$ cat src/rtl/hazard_pkg.sv
// Shared definitions for the pipeline hazard controller: FSM state
// encodings, default register-index width and the event priority order.
package hazard_pkg;

    localparam int REG_W = 3;

    typedef enum logic [1:0] {
        RUN    = 2'b00,
        BUBBLE = 2'b01,
        FREEZE = 2'b10
    } state_e;

    // Events that steer the pipeline in a cycle; a larger encoding wins
    // when several are present at once.
    typedef enum logic [2:0] {
        EV_NONE     = 3'd0,
        EV_JUMP     = 3'd1,
        EV_LOAD_USE = 3'd2,
        EV_BRANCH   = 3'd3,
        EV_MEM_BUSY = 3'd4
    } event_e;

endpackage

$ cat src/rtl/sat_counter.sv
// Saturating up-counter with synchronous clear; holds at all-ones.
module sat_counter #(
    parameter int WIDTH = 8
) (
    input  logic             clk,
    input  logic             reset,
    input  logic             inc,
    input  logic             clr,
    output logic [WIDTH-1:0] count
);

    // Clear wins over increment; the count never wraps past all-ones.
    always_ff @(posedge clk or posedge reset) begin
        if (reset) begin
            count <= '0;
        end else if (clr) begin
            count <= '0;
        end else if (inc && (count != '1)) begin
            count <= count + WIDTH'(1);
        end
    end

endmodule

$ cat src/rtl/hazard_ctrl.sv
// Pipeline hazard controller: load-use stalls, branch/jump squashes and
// memory-busy freezes, plus stall statistics and a freeze watchdog.
module hazard_ctrl #(
    parameter int REG_W   = hazard_pkg::REG_W,
    parameter int TIMEOUT = 64,
    parameter int CNT_W   = 16
) (
    input  logic             clk,
    input  logic             reset,
    input  logic [REG_W-1:0] if_id_rs,
    input  logic [REG_W-1:0] if_id_rt,
    input  logic             if_id_uses_rt,
    input  logic [REG_W-1:0] id_ex_rd,
    input  logic             id_ex_mem_read,
    input  logic             branch_taken,
    input  logic             jump_id,
    input  logic             mem_busy,
    output logic             pc_write,
    output logic             if_id_write,
    output logic             id_ex_write,
    output logic             ex_mem_write,
    output logic             if_id_flush,
    output logic             id_ex_flush,
    output logic             mem_wb_bubble,
    output logic [1:0]       state,
    output logic [CNT_W-1:0] stall_cycles,
    output logic             timeout_err
);

    import hazard_pkg::*;

    // Wide enough to hold TIMEOUT itself.
    localparam int FZ_W = $clog2(TIMEOUT + 1);

    state_e          cur_state;
    state_e          next_state;
    event_e          ev;
    logic            load_use;
    logic            in_freeze;
    logic [FZ_W-1:0] freeze_cnt;

    // A load in EX feeding a register the ID instruction reads; r0 never stalls.
    always_comb begin
        load_use = id_ex_mem_read && (id_ex_rd != '0) &&
                   ((id_ex_rd == if_id_rs) || (if_id_uses_rt && (id_ex_rd == if_id_rt)));
    end

    // Pick the single highest-priority event; BUBBLE ignores load-use.
    always_comb begin
        ev = EV_NONE;
        if (mem_busy) begin
            ev = EV_MEM_BUSY;
        end else if (branch_taken) begin
            ev = EV_BRANCH;
        end else if (load_use && (cur_state != BUBBLE)) begin
            ev = EV_LOAD_USE;
        end else if (jump_id) begin
            ev = EV_JUMP;
        end
    end

    // Control outputs and next state; reset forces every control output low.
    always_comb begin
        pc_write      = 1'b1;
        if_id_write   = 1'b1;
        id_ex_write   = 1'b1;
        ex_mem_write  = 1'b1;
        if_id_flush   = 1'b0;
        id_ex_flush   = 1'b0;
        mem_wb_bubble = 1'b0;
        next_state    = RUN;
        case (ev)
            EV_MEM_BUSY: begin
                pc_write      = 1'b0;
                if_id_write   = 1'b0;
                id_ex_write   = 1'b0;
                ex_mem_write  = 1'b0;
                mem_wb_bubble = 1'b1;
                next_state    = FREEZE;
            end
            EV_BRANCH: begin
                if_id_flush = 1'b1;
                id_ex_flush = 1'b1;
            end
            EV_LOAD_USE: begin
                pc_write    = 1'b0;
                if_id_write = 1'b0;
                id_ex_flush = 1'b1;
                next_state  = BUBBLE;
            end
            EV_JUMP: begin
                if_id_flush = 1'b1;
            end
            default: begin
            end
        endcase
        if (reset) begin
            pc_write      = 1'b0;
            if_id_write   = 1'b0;
            id_ex_write   = 1'b0;
            ex_mem_write  = 1'b0;
            if_id_flush   = 1'b0;
            id_ex_flush   = 1'b0;
            mem_wb_bubble = 1'b0;
            next_state    = RUN;
        end
    end

    // State register.
    always_ff @(posedge clk or posedge reset) begin
        if (reset) begin
            cur_state <= RUN;
        end else begin
            cur_state <= next_state;
        end
    end

    assign state     = cur_state;
    assign in_freeze = (cur_state == FREEZE);

    sat_counter #(.WIDTH(CNT_W)) u_stall_cnt (
        .clk   (clk),
        .reset (reset),
        .inc   (!pc_write),
        .clr   (1'b0),
        .count (stall_cycles)
    );

    sat_counter #(.WIDTH(FZ_W)) u_freeze_cnt (
        .clk   (clk),
        .reset (reset),
        .inc   (in_freeze),
        .clr   (!in_freeze),
        .count (freeze_cnt)
    );

    // Sticky watchdog: set on the edge where the freeze count reaches TIMEOUT.
    always_ff @(posedge clk or posedge reset) begin
        if (reset) begin
            timeout_err <= 1'b0;
        end else if (in_freeze && (freeze_cnt == FZ_W'(TIMEOUT - 1))) begin
            timeout_err <= 1'b1;
        end
    end

endmodule

$ cat config.mk
export PLATFORM = sky130hd
export DESIGN_NAME = hazard_ctrl
export DESIGN_NICKNAME = d
export VERILOG_FILES = /design/src/rtl/hazard_pkg.sv /design/src/rtl/sat_counter.sv /design/src/rtl/hazard_ctrl.sv
export SDC_FILE = /design/constraint.sdc
export NUM_CORES = 1
export LEC_CHECK = 0
export BUFFER_PORTS_ARGS = -buffer_cell sky130_fd_sc_hd__buf_2
export CAP_MARGIN = 40
export CORE_ASPECT_RATIO = 1.1
export CORE_MARGIN = 2
export CORE_UTILIZATION = 52
export DETAILED_ROUTE_END_ITERATION = 8
export GPL_TIMING_DRIVEN = 0
export PLACE_DENSITY = 0.81
export SETUP_SLACK_MARGIN = 0.3
export SLEW_MARGIN = 25
export SYNTH_ARGS = -nofsm -noshare
export SYNTH_HDL_FRONTEND = slang
export SYNTH_HIERARCHICAL = 1
export SYNTH_SLANG_ARGS = --single-unit
$ cat constraint.sdc
create_clock -name clk -period 2.56 [get_ports clk]
set_input_delay 0.128 -clock clk [delete_from_list [all_inputs] [get_ports clk]]
set_output_delay 0.128 -clock clk [all_outputs]
set_load 0.05 [all_outputs]
==> results.yml <==
detailed_routing:
  totalWireLength_mm: 3.80
  dr.pass1.iters: 4
  drc: 0
  vias_per_cell: 6.02
  drtIter0Drc: 61
  top_layer_used: "met4"
  final_antenna_net_count: 0
  wl_met2_mm: 1.89
  post_drt_wl_per_cell_um: 14.8
  wl_met3_um: 200
  vias: 1541
  met1Wirelength_mm: 1.64
job:
  maxCapViolations: 0
yosys:
  ys_seq_area_frac: 0.398
  synth.distinct_cells: 52
  avgSynthCellArea_sq_um: 9.61
  synth_nets: 188
  synth_edf_count: 0
  async_reset_ff_frac: 1.00
  synth-compound-area-share: 0.182
  synthMuxAreaShare: 0.0444
  syn_area_sq_um: 1630
  synth-main-ff-cell: "dfrtp_1"
  synth-seq-cells: 26
  synth-warning-count: 6
  synth_top_family_by_area: "simple AND/OR/NAND/NOR gates"
  synthCells: 170
  synthAdderAreaFrac: 0.0153
  synthSimpleGateAreaFrac: 0.283
  synth_xor_area_frac: 0.0322
power:
  pwr-share-comb: 0.209
  p_int_mw: 0.534
  finalPower_mw: 0.773
  power.share.clock: 0.239
  p_leak_nw: 0.902
  power_density_nw_per_um2: 380
  switching_share: 0.309
  seqPwrFrac: 0.552
  p_sw_mw: 0.239
  ir_drop_mv: 0.332
grt:
  grt_max_degree: 17
  grt_overflow_total: 0
  antenna_found_initial: 0
  grt_pass1_vias: 1495
  grt_pass1_wl_mm: 6.42
  track_usage: 0.222
critical_path:
  timing_worst_setup_path_type: "register to register"
  arrival_ns: 2.46
  path_max_fanout: 6
  crit_required_ns: 2.83
  crit_buf_inv: 1
  crit_slowest_cell: "or4_4"
  startpoint_type: "register"
  critPathCaptureType: "register"
  path_delay_family: "simple AND/OR/NAND/NOR gates"
  max_stage_delay_ns: 0.47
  path_cells: "nand2b_4, o311ai_4, o31ai_2, buf_4, nand3_4, or4_4, or4_1, a21oi_1"
cts:
  cts_tree: "yes"
  numClockSinks: 26
  h-tree-depth: 1
  clockBufferDepth: 2
  cts.clk_slew.worst_paths_ns: 0.14
  clock_latency_ns: 0.33
  cts-root-buf: "clkbuf_4"
  cts_buffers: 3
cells_and_area:
  nNetsFinal: 241
  syn2layout_area_growth_pct: 24.4
  drive_gt1_frac: 0.360
  n_antenna_cell: 0
timing:
  max_freq_ghz: 0.457
  tns_ns: 0
  tightest_slew_ns: 0.648
  rsz0062_at_grt: "yes"
  hold_viol: 0
  min_period_ns: 2.19
  finalSetupViolations: 0
  slew_headroom: 0.568
  fin_skew_ns: 0.00352
  finalMaxSlewViolations: 0
  layout_worst_path_cycle_share: 0.855
status:
  outcome: "complete, no violations"
placement:
  place.detailed.hpwl_mm: 2.70
  routabilityCongestion: 0.787
  portBuffers: 41
floorplan:
  design.die.area_sq_um: 3610
  initial_core_util: 0.541
  core_area_sq_um: 3020
  fp.dieW_um: 57.5
  die_h_um: 62.8
  io_pins: 42
  rows: 21
hold_path:
  holdCritPathClass: "input port to register"
==> synth_stat cells (3+ instances only) <==
library cell | instances | area (sq um)
dfrtp_1 | 26 | 651
a21oi_1 | 14 | 70.1
nand2_1 | 8 | 30.0
nor2_1 | 8 | 30.0
inv_1 | 7 | 26.3
nand3_1 | 7 | 35.0
nand2b_1 | 6 | 37.5
nand4_1 | 6 | 37.5
nor2b_1 | 6 | 37.5
o21ai_0 | 6 | 30.0
o31ai_1 | 6 | 45.0
or3_1 | 6 | 37.5
or4_1 | 6 | 45.0
nor3_1 | 4 | 20.0
buf_4 | 3 | 22.5
nor4_1 | 3 | 18.8
xnor2_1 | 3 | 26.3
xor2_1 | 3 | 26.3
==> layout make-up <==
| class | count | area (sq um) |
|---|---|---|
| fill | 245 | 988 |
| multi-input combinational | 130 | 975 |
| sequential | 26 | 653 |
| timing repair buffer | 48 | 264 |
| buffer | 7 | 46.3 |
| tap | 34 | 42.5 |
| clock buffer | 4 | 26.3 |
| inverter | 7 | 26.3 |
==> kinds of logic (layout without fill, tap and decap cells) <==
logic type | count (synthesis) | after routing
DFF | 26 | 26
xor gates and xnor gates | 6 | 6
adders and majority gates | 2 | 2
AOI/OAI and AO/OA | 42 | 42
muxes | 6 | 6
and+or+nand+nor | 73 | 73
buffers and inverters | 14 | 66
other | 1 | 1
==> sequential cells by signal (all words and copies together) (netlist names) <==
name and flops:
u_stall_cnt/count 16, state 2, u_freeze_cnt/count 7, timeout_err 1
==> through the flow <==
step	area (sq um)	setup WS, ns	util	std cells	hold WS [ns]
floorplan	1680	0.169	-	170	-0.118
global placement	1920	0.121	0.637	245	0.0444
detailed placement	1920	0.0468	0.637	245	0.0464
CTS	1980	0.278	0.654	252	0.0122
global route	2030	0.261	0.673	256	0.0320
finish	2030	0.370	0.673	256	0.0260
==> worst paths after layout <==
kind,endpoint,startpoint,slack (ns),cells after the start
max reg2reg,u_stall_cnt/count[13],state[0],0.37,8
min in group asynchronous,state[0],reset,0.22,3
max in group asynchronous,u_stall_cnt/count[14],reset,1.69,3
max,u_stall_cnt/count[13],state[0],0.37,8
min,state[0],branch_taken,0.03,2
min reg2reg,timeout_err,timeout_err,0.51,1
==> per-layer routing <==
| layer | global-route usage | vias up |
|---|---|---|
| met5 | 0 | - |
| met1 | 0.289 | 724 |
| met3 | 0.0269 | 5 |
| met2 | 0.364 | 63 |
| met4 | 0.102 | 0 |
| li1 | - | 749 |
==> cell usage in the layout (no fill, tap or decap), types with 4 or more instances in the layout <==
cell type	Yosys	final
or3_1	6	5
nor2b_1	6	6
o21ai_0	6	6
a21oi_1	14	13
nor2_1	8	8
buf_4	3	9
dfrtp_1	26	24
nor3_1	4	4
nand3_1	7	6
nand2_1	8	8
o31ai_1	6	5
inv_1	7	7
nand2b_1	6	5
or4_1	6	5
buf_2	0	41
nand4_1	6	6
==> power by group through the flow <==
stage	clock (mW)	sequential [mW]	combinational, mW
2_1_floorplan	0	0.454	0.0870
3_3_place_gp	0	0.434	0.144
3_5_place_dp	0	0.435	0.149
4_1_cts	0.190	0.427	0.153
5_1_grt	0.202	0.429	0.173
6_report	0.185	0.427	0.162
==> timing repair <==
item | CTS | global route
cloned | 0 | 0
hold buffers | 1 | 0
pin swaps | 0 | 1
hold endpoints to repair | 26 | 0
setup buffers | 2 | 4
resized for setup | 0 | 7
endpoints found under the setup margin | 1 | 7
No activity file was read; power rests on OpenSTA's default activity.
